<file path="src/rtl/can_rx_sequencer_if.sv">
// rtl/can_rx_sequencer_if.sv - bus bundle between the CAN rx line, capture datapath and rx sequencer
//
// Signals
//   rx          raw CAN rx line (1 = recessive), asynchronous to clk
//   enable      0 forces the sequencer to IDLE_WAIT with outputs inactive
//   stuff_off   stuffed region over, destuffing disabled
//   frame_done  last field of the frame captured
//   cap_rst     one-clk clear of the capture datapath at SOF
//   cap_en      one-clk strobe, cap_bit holds a valid destuffed bit
//   cap_bit     destuffed sampled bit
//   busy        sequencer in SOF_CHK or FRAME
//   bus_idle    sequencer in READY
//   stuff_err   one-clk pulse on a stuff violation
//   frame_bits  destuffed bits since the last cap_rst, saturating at 255
// Modports
//   slave  : sequencer side
//   master : line / datapath side
interface can_rx_sequencer_if;
    logic       rx;
    logic       enable;
    logic       stuff_off;
    logic       frame_done;
    logic       cap_rst;
    logic       cap_en;
    logic       cap_bit;
    logic       busy;
    logic       bus_idle;
    logic       stuff_err;
    logic [7:0] frame_bits;

    modport slave (
        input  rx, enable, stuff_off, frame_done,
        output cap_rst, cap_en, cap_bit, busy, bus_idle, stuff_err, frame_bits
    );

    modport master (
        output rx, enable, stuff_off, frame_done,
        input  cap_rst, cap_en, cap_bit, busy, bus_idle, stuff_err, frame_bits
    );
endinterface

</file>
<file path="src/rtl/can_rx_sequencer.sv">
// rtl/can_rx_sequencer.sv - CAN rx bit timing, SOF hard sync and destuffing front end
//
// Parameters
//   BRP         clk cycles per time quantum (>=1)
//   TQ_PER_BIT  time quanta per bit (4..16)
//   SAMPLE_TQ   tq index at which rx is sampled (1..TQ_PER_BIT-1)
//   IDLE_BITS   consecutive recessive samples that declare the bus idle
// Ports
//   clk   system clock
//   rst   synchronous active-high reset
//   bus   can_rx_sequencer_if.slave (rx/enable/stuff_off/frame_done in,
//         cap_rst/cap_en/cap_bit/busy/bus_idle/stuff_err/frame_bits out)
module can_rx_sequencer #(
    parameter int BRP        = 2,
    parameter int TQ_PER_BIT = 10,
    parameter int SAMPLE_TQ  = 7,
    parameter int IDLE_BITS  = 11
) (
    input  logic                  clk,
    input  logic                  rst,
    can_rx_sequencer_if.slave     bus
);
    localparam int PW = (BRP > 1) ? $clog2(BRP) : 1;
    localparam int TW = $clog2(TQ_PER_BIT);
    localparam int IW = $clog2(IDLE_BITS + 1);

    typedef enum logic [2:0] {
        S_IDLE_WAIT,
        S_READY,
        S_SOF_CHK,
        S_FRAME,
        S_ERROR
    } state_t;

    state_t        state_q, state_d;
    logic          rx_meta_q, rx_s_q, rx_prev_q;
    logic [PW-1:0] presc_q, presc_d;
    logic [TW-1:0] tq_q, tq_d;
    logic [IW-1:0] idle_q, idle_d, idle_inc;
    logic [2:0]    run_q, run_d;
    logic          last_q, last_d;
    logic [7:0]    fb_q, fb_d;
    logic          cap_rst_q, cap_rst_d;
    logic          cap_en_q, cap_en_d;
    logic          cap_bit_q, cap_bit_d;
    logic          stuff_err_q, stuff_err_d;
    logic          busy_q, busy_d;
    logic          bus_idle_q, bus_idle_d;

    logic fall;
    logic sample;

    assign fall   = rx_prev_q & ~rx_s_q;
    assign sample = (tq_q == TW'(SAMPLE_TQ)) && (presc_q == '0);

    always_comb begin
        state_d     = state_q;
        idle_d      = idle_q;
        run_d       = run_q;
        last_d      = last_q;
        fb_d        = fb_q;
        cap_rst_d   = 1'b0;
        cap_en_d    = 1'b0;
        cap_bit_d   = cap_bit_q;
        stuff_err_d = 1'b0;
        idle_inc    = rx_s_q ? (idle_q + IW'(1)) : '0;

        // Free-running bit timer; READY and the SOF hard sync override it below.
        if (presc_q == PW'(BRP - 1)) begin
            presc_d = '0;
            tq_d    = (tq_q == TW'(TQ_PER_BIT - 1)) ? '0 : (tq_q + TW'(1));
        end else begin
            presc_d = presc_q + PW'(1);
            tq_d    = tq_q;
        end

        case (state_q)
            S_IDLE_WAIT, S_ERROR: begin
                if (sample) begin
                    if (idle_inc == IW'(IDLE_BITS)) begin
                        state_d = S_READY;
                        idle_d  = '0;
                        presc_d = '0;
                        tq_d    = '0;
                    end else begin
                        idle_d = idle_inc;
                    end
                end
            end
            S_READY: begin
                // Timer parked at zero, so leaving on the falling edge is the hard sync.
                presc_d = '0;
                tq_d    = '0;
                if (fall) begin
                    state_d = S_SOF_CHK;
                end
            end
            S_SOF_CHK: begin
                if (sample) begin
                    if (!rx_s_q) begin
                        cap_rst_d = 1'b1;
                        fb_d      = '0;
                        run_d     = 3'd1;
                        last_d    = 1'b0;
                        state_d   = S_FRAME;
                    end else begin
                        state_d = S_READY;
                        presc_d = '0;
                        tq_d    = '0;
                    end
                end
            end
            S_FRAME: begin
                if (bus.frame_done) begin
                    state_d = S_IDLE_WAIT;
                    idle_d  = '0;
                end
                // A bit sampled in the same clk as frame_done is still emitted.
                if (sample) begin
                    if (!bus.stuff_off && (run_q == 3'd5)) begin
                        if (rx_s_q != last_q) begin
                            run_d  = 3'd1;
                            last_d = rx_s_q;
                        end else begin
                            stuff_err_d = 1'b1;
                            state_d     = S_ERROR;
                            idle_d      = '0;
                        end
                    end else begin
                        cap_en_d  = 1'b1;
                        cap_bit_d = rx_s_q;
                        if (fb_q != 8'hFF) begin
                            fb_d = fb_q + 8'd1;
                        end
                        // Saturate so long unstuffed runs never wrap back to 5.
                        if (rx_s_q == last_q) begin
                            run_d = (run_q == 3'd7) ? run_q : (run_q + 3'd1);
                        end else begin
                            run_d = 3'd1;
                        end
                        last_d = rx_s_q;
                    end
                end
            end
            default: begin
                state_d = S_IDLE_WAIT;
            end
        endcase

        if (!bus.enable) begin
            state_d     = S_IDLE_WAIT;
            presc_d     = '0;
            tq_d        = '0;
            idle_d      = '0;
            run_d       = '0;
            last_d      = 1'b0;
            fb_d        = '0;
            cap_rst_d   = 1'b0;
            cap_en_d    = 1'b0;
            cap_bit_d   = 1'b0;
            stuff_err_d = 1'b0;
        end

        busy_d     = (state_d == S_SOF_CHK) || (state_d == S_FRAME);
        bus_idle_d = (state_d == S_READY);
    end

    always_ff @(posedge clk) begin
        if (rst) begin
            // Synchronizer parks recessive so reset release cannot fake an SOF edge.
            rx_meta_q   <= 1'b1;
            rx_s_q      <= 1'b1;
            rx_prev_q   <= 1'b1;
            state_q     <= S_IDLE_WAIT;
            presc_q     <= '0;
            tq_q        <= '0;
            idle_q      <= '0;
            run_q       <= '0;
            last_q      <= 1'b0;
            fb_q        <= '0;
            cap_rst_q   <= 1'b0;
            cap_en_q    <= 1'b0;
            cap_bit_q   <= 1'b0;
            stuff_err_q <= 1'b0;
            busy_q      <= 1'b0;
            bus_idle_q  <= 1'b0;
        end else begin
            rx_meta_q   <= bus.rx;
            rx_s_q      <= rx_meta_q;
            rx_prev_q   <= rx_s_q;
            state_q     <= state_d;
            presc_q     <= presc_d;
            tq_q        <= tq_d;
            idle_q      <= idle_d;
            run_q       <= run_d;
            last_q      <= last_d;
            fb_q        <= fb_d;
            cap_rst_q   <= cap_rst_d;
            cap_en_q    <= cap_en_d;
            cap_bit_q   <= cap_bit_d;
            stuff_err_q <= stuff_err_d;
            busy_q      <= busy_d;
            bus_idle_q  <= bus_idle_d;
        end
    end

    assign bus.cap_rst    = cap_rst_q;
    assign bus.cap_en     = cap_en_q;
    assign bus.cap_bit    = cap_bit_q;
    assign bus.busy       = busy_q;
    assign bus.bus_idle   = bus_idle_q;
    assign bus.stuff_err  = stuff_err_q;
    assign bus.frame_bits = fb_q;
endmodule

</file>
<file path="src/flat_wrapper.sv">
// flat-port wrapper written by rule: the top's interface ports become plain ports
module can_rx_sequencer_flat 
#(
    parameter int BRP        = 2,
    parameter int TQ_PER_BIT = 10,
    parameter int SAMPLE_TQ  = 7,
    parameter int IDLE_BITS  = 11
)
  (clk, rst, bus_rx, bus_enable, bus_stuff_off, bus_frame_done, bus_cap_rst, bus_cap_en, bus_cap_bit, bus_busy, bus_bus_idle, bus_stuff_err, bus_frame_bits);
  can_rx_sequencer_if bus_i ();
  input  logic clk;
  input  logic rst;
  input wire logic [$bits(bus_i.rx)-1:0] bus_rx;
  input wire logic [$bits(bus_i.enable)-1:0] bus_enable;
  input wire logic [$bits(bus_i.stuff_off)-1:0] bus_stuff_off;
  input wire logic [$bits(bus_i.frame_done)-1:0] bus_frame_done;
  output wire logic [$bits(bus_i.cap_rst)-1:0] bus_cap_rst;
  output wire logic [$bits(bus_i.cap_en)-1:0] bus_cap_en;
  output wire logic [$bits(bus_i.cap_bit)-1:0] bus_cap_bit;
  output wire logic [$bits(bus_i.busy)-1:0] bus_busy;
  output wire logic [$bits(bus_i.bus_idle)-1:0] bus_bus_idle;
  output wire logic [$bits(bus_i.stuff_err)-1:0] bus_stuff_err;
  output wire logic [$bits(bus_i.frame_bits)-1:0] bus_frame_bits;
  assign bus_i.rx = bus_rx;
  assign bus_i.enable = bus_enable;
  assign bus_i.stuff_off = bus_stuff_off;
  assign bus_i.frame_done = bus_frame_done;
  assign bus_cap_rst = bus_i.cap_rst;
  assign bus_cap_en = bus_i.cap_en;
  assign bus_cap_bit = bus_i.cap_bit;
  assign bus_busy = bus_i.busy;
  assign bus_bus_idle = bus_i.bus_idle;
  assign bus_stuff_err = bus_i.stuff_err;
  assign bus_frame_bits = bus_i.frame_bits;
  can_rx_sequencer #(.BRP(BRP), .TQ_PER_BIT(TQ_PER_BIT), .SAMPLE_TQ(SAMPLE_TQ), .IDLE_BITS(IDLE_BITS)) u_core (.clk(clk), .rst(rst), .bus(bus_i));
endmodule
</file>
<file path="config.mk">
export PLATFORM = sky130hd
export DESIGN_NAME = can_rx_sequencer_flat
export DESIGN_NICKNAME = d
export VERILOG_FILES = /design/src/rtl/can_rx_sequencer_if.sv /design/src/rtl/can_rx_sequencer.sv /design/src/flat_wrapper.sv
export SDC_FILE = /design/constraint.sdc
export NUM_CORES = 1
export LEC_CHECK = 0
export ABC_AREA = 1
export BUFFER_PORTS_ARGS = -buffer_cell sky130_fd_sc_hd__buf_2
export CAP_MARGIN = 40
export CORE_AREA = 8 8 82 84
export CTS_CLUSTER_SIZE = 40
export DETAILED_ROUTE_END_ITERATION = 10
export DIE_AREA = 0 0 90 92
export SETUP_SLACK_MARGIN = 0.4
export SLEW_MARGIN = 0
export SYNTH_ARGS = -nofsm -noshare
export SYNTH_HDL_FRONTEND = slang
export SYNTH_SLANG_ARGS = --single-unit
</file>
<file path="constraint.sdc">
create_clock -name clk -period 1.8 [get_ports clk]
set_clock_uncertainty 0.1 [all_clocks]
set_input_delay 0 -clock clk [delete_from_list [all_inputs] [get_ports clk]]
set_output_delay 0 -clock clk [all_outputs]
set_load 0.02 [all_outputs]
</file>
## Yosys cells after proc, flatten, opt, wreduce, memory -nomap -nowiden

Index checks and enable logic that the tools add are counted.

| cells by class | value |
|---|---|
| $add $sub $neg | 5 |
| equality and inequality tests | 23 |
| mux-type cells | 55 |
| bitwise logic cells | 8 |
| reductions and logical operators | 17 |

Operator list:

| operator | number |
|---|---|
| 2-to-1 mux 4 bit | 13 |
| 2-to-1 mux 3 bit | 16 |
| 2-to-1 mux 8 bit | 5 |
| one-hot mux 8 bit (2 select lines) | 1 |
| 2-to-1 mux 1 bit | 13 |
| equality test 3 x 2 -> 1 bit, second input constant | 4 |
| one-hot mux 3 bit (4 select lines) | 1 |
| one-hot mux 4 bit (3 select lines) | 1 |
| AND reduction 6 bit | 2 |
| equality test 3 bit, second input constant | 3 |
| adder 4 x 1 -> 4 bit, second input constant | 2 |
| adder 8 x 1 -> 8 bit, second input constant | 1 |
| equality test 4 bit, second input constant | 2 |
| != test 2 x 1 -> 1 bit, second input constant | 4 |
| != test 8 bit, second input constant | 1 |
| one-hot mux 4 bit (2 select lines) | 1 |
| OR reduction 4 bit | 2 |
| inverter 1 bit | 7 |
| equality test 3 x 1 -> 1 bit, second input constant | 2 |
| one-hot mux 3 bit (2 select lines) | 1 |
| AND reduction 5 bit | 1 |
| OR reduction 5 bit | 1 |
| equality test 4 x 3 -> 1 bit, second input constant | 1 |
| != test 2 bit, second input constant | 2 |
| other kinds (18) | 21 |

| storage, ports and cells | value |
|---|---|
| bits in registers | 33 |
| input bits | 6 |
| output and inout port bits | 14 |
| word-level logic and storage cells | 124 |

## Depth between registers and ports, before layout

| logic depth | value |
|---|---|
| depth in word-level cells | 9 |
| mapped depth | 11 |

## Least setup slack after synthesis

OpenSTA, ideal clock, no wires.

| timing | value |
|---|---|
| kind | register to register |
| from | register u_core.fb_q[0] (netlist: u_core.bus.frame_bits[0]) |
| to | register u_core.fb_q[0] (netlist: u_core.bus.frame_bits[0]) |
| library setup time | 113 ps |
| arrival | 1392 ps |
| required time | 1587 ps |
| slack | 194 ps |
| cell stages (with the launch flop) | 9 |
| path buffers | 0 |
| period minus slack after synthesis | 1606 ps |
| cells stage by stage | dfxtp_1 > ha_1 > nand2_1 > nor2_1 > nand2_4 > nand2_1 > nor2_4 > nor2_1 > nor2_1 |

| between the ends | value |
|---|---|
| longest elaborated chain between the ends | 5 |

Ends and longest elaborated chain:

| element | line | text |
|---|---|---|
| start: declaration | can_rx_sequencer.sv:42 | `logic [7:0] fb_q, fb_d;` |
| start signal: assignment | can_rx_sequencer.sv:180 | `fb_q <= '0;` |
| start signal: assignment | can_rx_sequencer.sv:197 | `fb_q <= fb_d;` |
| adder 8 x 1 -> 8 bit | can_rx_sequencer.sv:133 | `fb_d = fb_q + 8'd1;` |
| 2-to-1 mux 8 bit | can_rx_sequencer.sv:132 | `if (fb_q != 8'hFF) begin` |
| 2-to-1 mux 8 bit | can_rx_sequencer.sv:120 | `if (!bus.stuff_off && (run_q == 3'd5)) begin` |
| 2-to-1 mux 8 bit | can_rx_sequencer.sv:119 | `if (sample) begin` |
| one-hot mux 8 bit (2 select lines) | can_rx_sequencer.sv:77 | `case (state_q)` |

Parallel ways exist; a longest one is shown, timed or not. The select of a mux whose other input is x is not followed.
A chain may end at the register's enable or synchronous reset.

## Worst setup path in the final report

| timing | value |
|---|---|
| from | register u_core.idle_q[0] |
| to | register u_core.tq_q[0] |

| between the ends | value |
|---|---|
| longest elaborated chain between the ends | 6 |

Ends and longest elaborated chain:

| element | line | text |
|---|---|---|
| start: declaration | can_rx_sequencer.sv:39 | `logic [IW-1:0] idle_q, idle_d, idle_inc;` |
| start signal: assignment | can_rx_sequencer.sv:194 | `idle_q <= idle_d;` |
| adder 4 x 1 -> 4 bit | can_rx_sequencer.sv:66 | `idle_inc = rx_s_q ? (idle_q + IW'(1)) : '0;` |
| 2-to-1 mux 4 bit | can_rx_sequencer.sv:66 |  |
| equality test 4 bit | can_rx_sequencer.sv:80 | `if (idle_inc == IW'(IDLE_BITS)) begin` |
| 2-to-1 mux 4 bit | can_rx_sequencer.sv:80 |  |
| 2-to-1 mux 4 bit | can_rx_sequencer.sv:79 | `if (sample) begin` |
| one-hot mux 4 bit (3 select lines) | can_rx_sequencer.sv:77 |  |
| end signal: assignment | can_rx_sequencer.sv:193 | `tq_q <= tq_d;` |
| end: declaration | can_rx_sequencer.sv:38 | `logic [TW-1:0] tq_q, tq_d;` |

No other way between the ends.

==> flow_summary.ini <==
[outcome]
outcome = completed

[power]
power.static_leakage_nw = 1.09
p_per_cell_area_nw_per_um2 = 614
irDropWorstVdd_uv = 381
design_power_total_w = 0.00152

[global_routing]
pin_count_of_the_biggest_net_entering_global_routing = 12
grtUsageTotal = 0.101
grt_antenna_before_repair = 0
grt_remaining_overflow = 0
via_count_of_the_first_global_routing_pass = 1596
grt_first_pass_wirelength_um = 7000

[setup_path]
timing.rr.start = u_core.idle_q[0]
path_max_fanout = 5
critical_path_required_ns = 1.88
worstSetupPathType = reg2reg
cp-startpoint = u_core.idle_q[0]
worst_setup_path_start_kind = flip-flop
worstPathArrival_ns = 1.56
endpoint_kind = flip-flop

[placement]
gp_congestion = 0.827
detailedPlacementHpwl_um = 2780
io_buffer_count = 19

[routing]
drt-initial-drc-count = 70
number_of_design_rule_violations_left_after_detail_routing = 0
detail_route.first_pass.iterations = 4
post_drt_wl_per_cell_um = 11.4
detailroute.via_count = 1692
finalWirelength_um = 4210
vias_per_cell = 4.57
ant_nets = 0

[clock_network]
numCtsBuffers = 5
cts-root-buf = sky130_fd_sc_hd__clkbuf_8
clock_sink_count = 33
worstSkewPairLatency_ns = 0.29
clock_path_buffers = 2
cts_htree_levels = 2
cts_tree = done
worst_setup_hold_path_clk_slew_ns = 0.07

[floorplan]
design.core.area_sq_um = 5410
floorplan.die.width_um = 90
pin_count = 20
std_cell_rows = 27
dieArea_sq_um = 8280
floorplan.initialDensity = 0.325
dieHeight_um = 92

[yosys]
post_synthesis_register_bit_count = 33
yosys_warnings = 0
netlist_top_cells_count = sky130_fd_sc_hd__nand2_1 (64), sky130_fd_sc_hd__dfxtp_1 (33), sky130_fd_sc_hd__nor2_1 (32), sky130_fd_sc_hd__inv_1 (25), sky130_fd_sc_hd__nand3_1 (20)
synth.avg_cell_area_sq_um = 7.19
yosys.cell_count.top_type = sky130_fd_sc_hd__nand2_1
post_synthesis_async_set_or_reset_flop_share = 0
synth.top_cells.by_area = sky130_fd_sc_hd__dfxtp_1 (38%), sky130_fd_sc_hd__nand2_1 (14%), sky130_fd_sc_hd__nor2_1 (6.8%)
number_of_enable_flip_flop_cells_after_synthesis = 0
syn_inst = 244
synth.cell_area_sq_um = 1750
count_of_distinct_cell_types_in_the_synthesized_netlist = 30
synth-seq-area-share = 0.377
postSynthNetCount = 255
synth_flop_cell = sky130_fd_sc_hd__dfxtp_1
cell_taking_the_most_area_after_synthesis = sky130_fd_sc_hd__dfxtp_1
synth_largest_type_area_fraction = 0.377

[layout]
drive_above_1_share = 0.436
postLayoutCoreUtil = 0.457
final_net_count = 308
insertedDiodeCount = 0
area_growth_syn_to_layout_pct = 40.7

[sta]
min_period_over_period = 0.825
max_slew_margin = 0.820
finalSetupViolations = 0
final-max-slew-violation-count = 0
totalNegativeSetupSlack_ns = 0
max_slew.worst_pin.slew_ns = 0.269
clock.fmax_mhz = 674
hold_viol_final = 0
min_period_ns = 1.48
rsz_0062_raised_after_global_routing = yes

[job]
max_cap_violations = 0

[min_path]
min_from = bus_stuff_off
hold_class = in2reg
cells by family after synthesis:
| logic type | share of synthesized area |
|---|---|
| adders and majority gates | 0.0357 |
| buffers and inverters | 0.0670 |
| AOI/OAI and AO/OA | 0.0842 |
| DFF | 0.377 |
| and+or+nand+nor | 0.392 |
| xor gates and xnor gates | 0.0442 |
state kept, by name, indices dropped and copies added (netlist names):
name                   count
u_core.bus.bus_idle        1
u_core.bus.busy            1
u_core.bus.cap_bit         1
u_core.bus.cap_en          1
u_core.bus.cap_rst         1
u_core.bus.frame_bits      8
u_core.bus.stuff_err       1
u_core.idle_q              4
u_core.last_q              1
u_core.presc_q             1
u_core.run_q               3
u_core.rx_meta_q           1
u_core.rx_prev_q           1
u_core.rx_s_q              1
u_core.state_q             3
u_core.tq_q                4
per-layer routing:
metal | vias to the layer above | part of all wire | GRT usage
met1 | 785 | 0.46 | 0.120
met5 | - | 0 | 0
li1 | 882 | - | -
met4 | 0 | 0.021 | 0.0555
met3 | 5 | 0.033 | 0.0302
met2 | 20 | 0.48 | 0.162
power by group:
| group | switching (W) | internal [W] |
|---|---|---|
| registers | 0.00000349 | 0.000730 |
| logic | 0.0000313 | 0.0000274 |
| clock network | 0.000272 | 0.000451 |
| total | 0.000307 | 0.00121 |
placed cells by master (no fill, tap or decap), types with 4 or more instances in the layout:
master,count
sky130_fd_sc_hd__nand2_1,50
sky130_fd_sc_hd__nor2_1,25
sky130_fd_sc_hd__buf_4,23
sky130_fd_sc_hd__inv_1,19
sky130_fd_sc_hd__buf_2,19
sky130_fd_sc_hd__dfxtp_1,17
sky130_fd_sc_hd__nand3_1,16
sky130_fd_sc_hd__nand2_2,15
sky130_fd_sc_hd__a21oi_1,14
sky130_fd_sc_hd__dfxtp_2,13
sky130_fd_sc_hd__nor2_4,8
sky130_fd_sc_hd__nand2_4,7
sky130_fd_sc_hd__nor2_2,7
sky130_fd_sc_hd__inv_2,6
sky130_fd_sc_hd__clkbuf_8,6
sky130_fd_sc_hd__dlygate4sd3_1,5
sky130_fd_sc_hd__nand3_2,4
sky130_fd_sc_hd__nand4_1,4
timing repair:
| item | in CTS | in global routing |
|---|---|---|
| setup buffers | 12 | 10 |
| gates cloned | 0 | 0 |
| hold buffers | 5 | 1 |
| resized for setup | 14 | 33 |
| hold endpoints to repair | 6 | 1 |
| endpoints found under the setup margin | 22 | 29 |
| pin swaps | 9 | 14 |
final cells by class:
class                   instances  area [sq um]
flip-flops and latches         33           688
clock inverters                 1          30.0
inverters                      27           109
repair buffers                 48           329
multi-input cells             182          1140
clock buffers                   7          86.3
well taps                      72          90.1
fillers                       555          2940
path summary, 6_finish.rpt:
check	endpoint	slack (ns)	depth (start not counted)
max reg2reg	u_core.tq_q[0]	0.32	10
min	u_core.bus.stuff_err	0.13	5
min reg2reg	u_core.rx_s_q	0.33	1
max	u_core.tq_q[0]	0.32	10
through the flow:
stage | hold WS [ns] | instances | worst slack, ns | cell area [sq um]
floorplan | 0.00381 | 244 | 0.381 | 1830
global placement | 0.0859 | 335 | 0.284 | 2010
detailed placement | 0.0883 | 335 | 0.267 | 2010
CTS | 0.121 | 360 | 0.265 | 2300
global route | 0.150 | 370 | 0.203 | 2470
finish | 0.129 | 370 | 0.316 | 2470
critical path, cell delays in order, from the launching register on:
cell	delay [ns]
sky130_fd_sc_hd__dfxtp_4	0.36
sky130_fd_sc_hd__ha_4	0.26
sky130_fd_sc_hd__nand2_2	0.05
sky130_fd_sc_hd__inv_2	0.06
sky130_fd_sc_hd__nand2_2	0.06
sky130_fd_sc_hd__nor2_4	0.10
sky130_fd_sc_hd__nand3_2	0.10
sky130_fd_sc_hd__nand2_2	0.09
sky130_fd_sc_hd__nand2_2	0.06
sky130_fd_sc_hd__nand2_4	0.08
sky130_fd_sc_hd__nor2_1	0.04
(Power assumes the default switching activity.)
